<file path="src/rtl/assembly_pass_sequencer.sv">
// Two-pass assembler sequencer: streams text BRAM bytes to the interpreters,
// owns the byte PC and reports clean completion or the failing instruction line.
package assembly_pass_pkg;
  typedef enum logic [1:0] {
    IDLE       = 2'd0,
    PC_MAPPING = 2'd1,
    ASSEMBLING = 2'd2,
    DONE       = 2'd3
  } assembler_state_t;
endpackage

module assembly_pass_sequencer
  import assembly_pass_pkg::*;
#(
  parameter int NUMBER_LINES = 256,
  parameter int TEXT_DEPTH   = 4096,
  parameter int RAM_LATENCY  = 2
) (
  input  logic                            clk_in,
  input  logic                            rst_in,
  input  logic                            start_in,
  output logic [$clog2(TEXT_DEPTH)-1:0]   text_addr,
  input  logic [7:0]                      text_data,
  output logic [7:0]                      incoming_character,
  output logic                            new_character,
  output logic                            new_line,
  output logic                            valid_data,
  output logic [$clog2(NUMBER_LINES)+1:0] pc,
  output assembler_state_t                assembler_state,
  input  logic                            sub_error_in,
  output logic                            line_done,
  output logic                            done_out,
  output logic                            error_out,
  output logic [$clog2(NUMBER_LINES)-1:0] error_line
);
  localparam int AW = $clog2(TEXT_DEPTH);
  localparam int LW = $clog2(NUMBER_LINES);
  localparam int PW = LW + 2;
  localparam int CW = (RAM_LATENCY > 1) ? $clog2(RAM_LATENCY) : 1;
  localparam logic [PW-1:0] PC_LAST   = PW'((NUMBER_LINES - 1) * 4);
  localparam logic [AW-1:0] ADDR_LAST = AW'(TEXT_DEPTH - 1);

  typedef enum logic [3:0] {
    S_IDLE, S_FETCH, S_WAIT, S_ISSUE, S_GAP, S_NEWLINE, S_PASS_END, S_DONE, S_FAIL
  } seq_state_t;

  typedef enum logic [1:0] {L_BLANK, L_INSTR, L_LABEL} line_kind_t;

  seq_state_t       r_state, w_state_nxt;
  assembler_state_t r_asm_state;
  line_kind_t       r_kind;
  logic [AW-1:0]    r_rd_ptr;
  logic [PW-1:0]    r_pc;
  logic [CW-1:0]    r_wait_cnt;
  logic [7:0]       r_char;
  logic [LW-1:0]    r_error_line;
  logic             r_seen, r_line_any, r_final;

  logic w_streaming, w_is_nl, w_is_nul, w_is_space, w_is_alpha, w_last_addr;
  logic w_instr, w_overflow;
  logic w_start_pass, w_next_pass, w_capture, w_line_end, w_sub_fail, w_ovf_fail;

  assign w_streaming = (r_state == S_FETCH) || (r_state == S_WAIT) || (r_state == S_ISSUE) ||
                       (r_state == S_GAP) || (r_state == S_NEWLINE);
  assign w_is_nl     = (text_data == 8'h0A);
  assign w_is_nul    = (text_data == 8'h00);
  assign w_is_space  = (text_data == 8'h20) || (text_data == 8'h09);
  assign w_is_alpha  = ((text_data >= 8'h61) && (text_data <= 8'h7A)) ||
                       ((text_data >= 8'h41) && (text_data <= 8'h5A));
  assign w_last_addr = (r_rd_ptr == ADDR_LAST);
  assign w_instr     = (r_kind == L_INSTR);
  assign w_overflow  = w_instr && (r_pc == PC_LAST);

  always_comb begin
    w_state_nxt  = r_state;
    w_start_pass = 1'b0;
    w_next_pass  = 1'b0;
    w_capture    = 1'b0;
    w_line_end   = 1'b0;
    w_sub_fail   = 1'b0;
    w_ovf_fail   = 1'b0;
    case (r_state)
      S_IDLE, S_DONE, S_FAIL: begin
        if (start_in) begin
          w_state_nxt  = S_FETCH;
          w_start_pass = 1'b1;
        end
      end
      S_FETCH: w_state_nxt = S_WAIT;
      S_WAIT: begin
        if (r_wait_cnt == '0) begin
          w_capture = 1'b1;
          // A terminator on an empty line just ends the pass; no spurious new_line.
          if (w_is_nul && !r_line_any)  w_state_nxt = S_PASS_END;
          else if (w_is_nl || w_is_nul) w_state_nxt = S_NEWLINE;
          else                          w_state_nxt = S_ISSUE;
        end
      end
      S_ISSUE: w_state_nxt = S_GAP;
      S_GAP:   w_state_nxt = r_final ? S_NEWLINE : S_FETCH;
      S_NEWLINE: begin
        w_line_end = 1'b1;
        if (w_overflow) begin
          w_state_nxt = S_FAIL;
          w_ovf_fail  = 1'b1;
        end else begin
          w_state_nxt = r_final ? S_PASS_END : S_FETCH;
        end
      end
      S_PASS_END: begin
        if (r_asm_state == PC_MAPPING) begin
          w_state_nxt = S_FETCH;
          w_next_pass = 1'b1;
        end else begin
          w_state_nxt = S_DONE;
        end
      end
      default: w_state_nxt = S_IDLE;
    endcase
    if (w_streaming && sub_error_in) begin
      w_state_nxt = S_FAIL;
      w_sub_fail  = 1'b1;
      w_capture   = 1'b0;
      w_line_end  = 1'b0;
      w_ovf_fail  = 1'b0;
    end
  end

  always_ff @(posedge clk_in) begin
    if (rst_in) begin
      r_state      <= S_IDLE;
      r_asm_state  <= IDLE;
      r_kind       <= L_BLANK;
      r_rd_ptr     <= '0;
      r_pc         <= '0;
      r_wait_cnt   <= '0;
      r_char       <= '0;
      r_error_line <= '0;
      r_seen       <= 1'b0;
      r_line_any   <= 1'b0;
      r_final      <= 1'b0;
    end else begin
      r_state <= w_state_nxt;
      if (r_state == S_FETCH)
        r_wait_cnt <= CW'(RAM_LATENCY - 1);
      else if ((r_state == S_WAIT) && (r_wait_cnt != '0))
        r_wait_cnt <= r_wait_cnt - CW'(1);
      if (w_capture) begin
        if (!w_last_addr)            r_rd_ptr <= r_rd_ptr + AW'(1);
        if (w_is_nul || w_last_addr) r_final  <= 1'b1;
        if (!w_is_nl && !w_is_nul) begin
          r_char     <= text_data;
          r_line_any <= 1'b1;
          if (!r_seen && !w_is_space) begin
            r_seen <= 1'b1;
            r_kind <= w_is_alpha ? L_INSTR : ((text_data == 8'h27) ? L_LABEL : L_BLANK);
          end
        end
      end
      // Label and blank lines keep pc, so a label binds to the next instruction.
      if (w_line_end) begin
        r_seen     <= 1'b0;
        r_line_any <= 1'b0;
        r_kind     <= L_BLANK;
        if (w_instr && !w_overflow) r_pc <= r_pc + PW'(4);
      end
      if (w_sub_fail) r_error_line <= r_pc[PW-1:2];
      if (w_ovf_fail) r_error_line <= LW'(NUMBER_LINES - 1);
      if (w_next_pass) begin
        r_asm_state <= ASSEMBLING;
        r_rd_ptr    <= '0;
        r_pc        <= '0;
        r_final     <= 1'b0;
      end
      if ((r_state == S_PASS_END) && (w_state_nxt == S_DONE)) r_asm_state <= DONE;
      if (w_start_pass) begin
        r_asm_state  <= PC_MAPPING;
        r_rd_ptr     <= '0;
        r_pc         <= '0;
        r_final      <= 1'b0;
        r_seen       <= 1'b0;
        r_line_any   <= 1'b0;
        r_kind       <= L_BLANK;
        r_error_line <= '0;
      end
    end
  end

  assign text_addr          = r_rd_ptr;
  assign incoming_character = r_char;
  assign new_character      = (r_state == S_ISSUE);
  assign new_line           = (r_state == S_NEWLINE);
  assign valid_data         = w_streaming;
  assign pc                 = r_pc;
  assign assembler_state    = r_asm_state;
  assign line_done          = (r_state == S_NEWLINE) && w_instr && (r_asm_state == ASSEMBLING);
  assign done_out           = (r_state == S_DONE);
  assign error_out          = (r_state == S_FAIL);
  assign error_line         = r_error_line;

endmodule

</file>
<file path="config.mk">
export PLATFORM = sky130hd
export DESIGN_NAME = assembly_pass_sequencer
export DESIGN_NICKNAME = d
export VERILOG_FILES = /design/src/rtl/assembly_pass_sequencer.sv
export SDC_FILE = /design/constraint.sdc
export NUM_CORES = 1
export LEC_CHECK = 0
export CAP_MARGIN = 15
export CORE_ASPECT_RATIO = 2
export CORE_MARGIN = 1.5
export CORE_UTILIZATION = 45
export DETAILED_ROUTE_END_ITERATION = 7
export PLACE_DENSITY = 0.83
export SLEW_MARGIN = 10
export SYNTH_ARGS = -nofsm -noshare
export SYNTH_HDL_FRONTEND = slang
export SYNTH_SLANG_ARGS = --single-unit
</file>
<file path="constraint.sdc">
create_clock -name clk_in -period 1.85 [get_ports clk_in]
set_input_delay 0.2775 -clock clk_in [delete_from_list [all_inputs] [get_ports clk_in]]
set_output_delay 0.2775 -clock clk_in [all_outputs]
set_load 0.05 [all_outputs]
</file>
# ---- Word level (Yosys, flattened, before mapping)
# Cells that the tools add are included.
dict set report word_totals {
  ramBits 0
  latchBits 0
  regBits 50
  romBits 0
  mem_count 0
}
dict set report classes {
  mul 0
  n_addsub 3
  muxes 32
  div_mod_pow 0
  shift 0
  magnitude_cmp 4
  n_bitwise 1
  reduce_logical 41
  eq_ne 18
}
# cell n
set op_table {}
lappend op_table {{$pmux 4 s7} 1}
lappend op_table {{$eq 4x3->1 const B} 5}
lappend op_table {{$eq 8x4->1 const B} 2}
lappend op_table {{$eq 8x6->1 const B} 2}
lappend op_table {{$ge 8x7->1 const B} 2}
lappend op_table {{$le 8x7->1 const B} 2}
lappend op_table {{$mux 1} 16}
lappend op_table {{$mux 4} 4}
lappend op_table {{$mux 8} 2}
lappend op_table {{$mux 3} 5}
lappend op_table {{$add 12x1->12 const B} 1}
lappend op_table {{$eq 12x12->1 const B} 1}
lappend op_table {{$logic_and 1x1->1} 12}
lappend op_table {{$add 10x3->10 const B} 1}
lappend op_table {{$eq 10x10->1 const B} 1}
lappend op_table {{$reduce_or 3->1} 3}
lappend op_table {{$eq 4x2->1 const B} 2}
lappend op_table {{$logic_not 8->1} 1}
lappend op_table {{$logic_or 1x1->1} 8}
lappend op_table {{$mux 2} 4}
lappend op_table {{$reduce_and 2->1} 4}
lappend op_table {{$logic_not 1->1} 6}
lappend op_table {{$reduce_bool 2->1} 3}
lappend op_table {{$eq 2x1->1 const B} 2}
lappend op_table {{9 further kinds} 9}

# ---- Logic depth before layout (Yosys ltp)
# Gate-level depths: netlist of run 1.
dict set report logic_depth {
  word_depth 11
  ltp_mapped 7
  ltp_nobuf 6
}

# ---- Least setup slack after synthesis of run 1
# OpenSTA, ideal clock, no wires.
dict set report synth_path {
  kind {register -> register}
  from {register r_state[0]}
  to {register r_error_line[0] (netlist: error_line[0])}
  period_less_slack_ns 2.820
  slack_ns -0.970
  path_buffers 1
  setup_time_ns 0.060
  stages_incl_launch_ff 7
  t_arrival_ns 2.760
  cell_sequence {dfxtp_1 -> buf_2 -> nor3_1 -> nor3b_1 -> nand2_1 -> o31ai_2 -> o221a_2}
}
dict set report synth_via {
  elab_chain_len 8
  word_cells_on_any_way 21
  cone_classes {eq/ne (7); mux (5); reduce/logical (9)}
}
# item line
set synth_lines {}
lappend synth_lines {{start, declared} 49} ;# seq_state_t r_state, w_state_nxt;
lappend synth_lines {{start signal, assigned} 143} ;# r_state <= w_state_nxt;
lappend synth_lines {{$eq 4x1->1 or $eq 4x2->1 (tied branches)} 63} ;# assign w_streaming = (r_state == S_FETCH) || (r_state == S_WAIT) || (r_state == S_ISSUE) ||
lappend synth_lines {{$logic_or 1x1->1 (3 in a row)} 63}
lappend synth_lines {{$logic_or 1x1->1 *} 64} ;# (r_state == S_GAP) || (r_state == S_NEWLINE);
lappend synth_lines {{via valid_data} 27} ;# output logic valid_data,
lappend synth_lines {{$logic_and 1x1->1 *} 120} ;# if (w_streaming && sub_error_in) begin
lappend synth_lines {{$mux 1} 120}
lappend synth_lines {{$mux 8 or $reduce_bool 2->1 (tied branches)} --}
lappend synth_lines {{end signal, assigned} 167} ;# if (w_sub_fail) r_error_line <= r_pc[PW-1:2];
lappend synth_lines {{end signal, assigned} 168} ;# if (w_ovf_fail) r_error_line <= LW'(NUMBER_LINES - 1);
lappend synth_lines {{end, declared} 56} ;# logic [LW-1:0] r_error_line;
# The timed path passes the listed nets; every way through them passes the cells marked *.
# A chain may end at the register's enable or synchronous reset.

# ---- Final worst setup path of run 1
dict set report layout_path {
  from {register r_rd_ptr[2] (netlist: text_addr[2])}
  to {output text_addr[2]}
}
# item line
set layout_rtl {}
lappend layout_rtl {{start, declared} 52} ;# logic [AW-1:0] r_rd_ptr;
lappend layout_rtl {{start signal, assigned} 149} ;# if (!w_last_addr) r_rd_ptr <= r_rd_ptr + AW'(1);
lappend layout_rtl {{end, declared} 22} ;# output logic [$clog2(TEXT_DEPTH)-1:0] text_addr,
# No word-level cell between the ends.

==> impl_metrics.tcl, run 1 <==
set metrics [dict create \
    cts.sinks 48 \
    clk_latency_ps 300 \
    drtPass1Iterations 4 \
    syn-cell-area_um2 2350 \
    place.gp.congestion 0.877 \
    routedWlPerCell_um 14.9 \
    nets 375 \
    die_h_um 105 \
    dp_hpwl_um 4900 \
    whs_ps 322 \
    ir_worst_vdd_mv 0.615 \
    clock-root-buffer "clkbuf_8" \
    yosys_warnings 0 \
    cts.path.max_buffers 2 \
    critPathMaxStageDelay_ps 830 \
    final-hold-violation-count 0 \
    leakagePower_nw 1.43 \
    drt_iter0_markers 44 \
    postRouteAntennaNets 0 \
    synth_top_cell_area_share 0.409 \
    crit_family "buffers and inverters" \
    finClkSkew_ps 4.19 \
    synthCells 275 \
    arrival_ps 1530 \
    insertedDiodeCount 0 \
    first_global_vias 2346 \
    syn_avg_cell_area_um2 8.55 \
    ff2ff_path_depth 5 \
    synth-seq-cells 48 \
    tritoncts "yes" \
    instances_no_fill 419 \
    fin_tns_setup_ps 0 \
    antenna_found_initial 0 \
    synth_edf_count 0 \
    io_buffers 55 \
    max_slew_margin 0.654 \
    synth.most_common_cell "dfxtp_1" \
    htreeDepth 2 \
    rsz0062_at_grt "true" \
    drive_above_1_share 0.263 \
    cp-start-kind "flop" \
    p_per_area_nw_per_um2 741 \
    fp.dieW_um 54.1 \
    fmax_ghz 0.552 \
    setup_violations 0 \
    path_buf_inv 1 \
    pre_cts_ws_ps -291 \
    min_path_cells 3 \
    status "finished clean" \
    wirelength_um 6240 \
    slew_viol_final 0 \
    yosysSeqAreaShare 0.409 \
    tightest_slew_ps 517 \
    grt_first_pass_wirelength_um 10100 \
    min_period_ps 1810 \
    io_pins 58 \
    drv_cap 0 \
    ys.flop_type "dfxtp_1" \
    track_usage 0.236 \
    p_total_mw 2.54 \
    grt_max_degree 22 \
    critical_path_class "reg2out" \
    start_util 0.462 \
    synthToLayoutAreaGrowth_pct 45.7 \
    cts_buffers 5 \
    hold_path_class "in2reg" \
    clk_pin_slew_worst_paths_ps 80 \
    crit_chain "clkdlybuf4s50_1" \
    vias 2364 \
    route.detailed.drc 0 \
    path_max_fanout 5 \
    dieArea_um2 5700 \
    fp.coreArea_um2 5090 \
    synthArstFlopShare 0 \
    rows 37 \
    cp.required_ps 1570 \
    numPlacedInstances 411 \
    synthDistinctLibCells 49 \
    crit_path_end_kind "output pin" \
    period_share 0.979 \
    setup_ws_ps 38.0 \
    yosys-top-cells-area "dfxtp_1 (41%), xor2_1 (6.3%), nand2_1 (5.7%), nor2_1 (4.1%), a21oi_1 (4.0%)" \
    cp.depth 1 \
    avgViaCountPerCell 5.64 \
    synthTopCellsByCount "dfxtp_1 (48), nand2_1 (36), nor2_1 (26)" \
    grt-ovfl-total 0 \
    fillers 427 \
    crit_slowest_cell "clkdlybuf4s50_1" \
    yosys.area.top_type "dfxtp_1" \
]
[layout by cell type, fill, tap and decap left out, types with 8 or more instances in the layout]
cell,count
a21oi_1,18
buf_4,45
clkdlybuf4s50_1,31
dfxtp_1,42
dlymetal6s2s_1,9
nand2_1,33
nand3_1,15
nand4_1,10
nor2_1,26
o221a_2,8
xor2_1,17
[per-layer routing]
metal | wire length (um) | part of all wire | global-route usage | up-vias
met3 | 192 | 0.031 | 0.0368 | 19
met5 | 0 | 0 | 0 | -
li1 | - | - | - | 1150
met2 | 3680 | 0.59 | 0.447 | 63
met4 | 223 | 0.036 | 0.118 | 0
met1 | 2150 | 0.34 | 0.220 | 1132
[power breakdown]
group | internal, mW | total (mW) | switching [mW]
clock | 0.258 | 0.594 | 0.336
combinational | 0.338 | 0.791 | 0.454
sequential | 1.09 | 1.15 | 0.0628
[flip-flops by register name, indices dropped and copies added, names as in the netlist]
name,cells
r_line_any,1
pc,8
r_seen,1
r_wait_cnt,1
r_state,4
error_line,8
r_final,1
incoming_character,8
text_addr,12
r_kind,2
assembler_state,2
[path summary, 6_finish.rpt]
check                                      from                                 end  slack, ps
max                   text_addr[2]$_SDFFE_PP0P_                        text_addr[2]         40
min                                text_data[0]  incoming_character[0]$_SDFFE_PP0P_        320
max reg2reg                  pc[2]$_SDFFE_PP0P_               r_state[0]$_SDFF_PP0_         60
min reg2reg  incoming_character[0]$_SDFFE_PP0P_  incoming_character[0]$_SDFFE_PP0P_        460
[through the flow]
step	cell area [um^2]	util
finish	3430	0.673
CTS	3360	0.659
detailed placement	3260	0.640
global placement	3260	0.640
floorplan	2380	-
global route	3430	0.673
[timing repair]
action	CTS	global route
endpoints found under the setup margin	13	53
hold buffers	0	0
gates resized for setup	4	22
buffers inserted	1	0
cloned	0	0
pin swaps	1	2
[cell families (layout without fill, tap and decap cells)]
kind of cell             after synthesis  count (layout)  share of synthesized area
adder cells (fa/ha/maj)                2               2                     0.0106
other                                  1               2                    0.00159
flip-flops                            48              48                      0.409
XOR/XNOR                              19              19                     0.0707
buffers and inverters                 20             105                     0.0388
AND/OR/NAND/NOR                      135             135                      0.319
AO/OA/AOI/OAI                         49              49                      0.146
multiplexers                           1               1                    0.00426
[cell type report]
cell class | instances | area, um^2 | area share
multi-input combinational | 208 | 1390 | 0.404
sequential | 48 | 968 | 0.282
clock inverter | 1 | 5.00 | 0.00146
tap | 58 | 72.6 | 0.0212
inverter | 6 | 22.5 | 0.00657
timing repair buffer | 92 | 901 | 0.263
clock buffer | 6 | 72.6 | 0.0212
Note: power is estimated with default switching activity, not from simulation.
==> inputs of run 2 (changes only) <==
GPL_ROUTABILITY_DRIVEN = 0   (was unset)
==> results of run 2 <==
Final layout, timing and power as in run 1 (identical DEF).
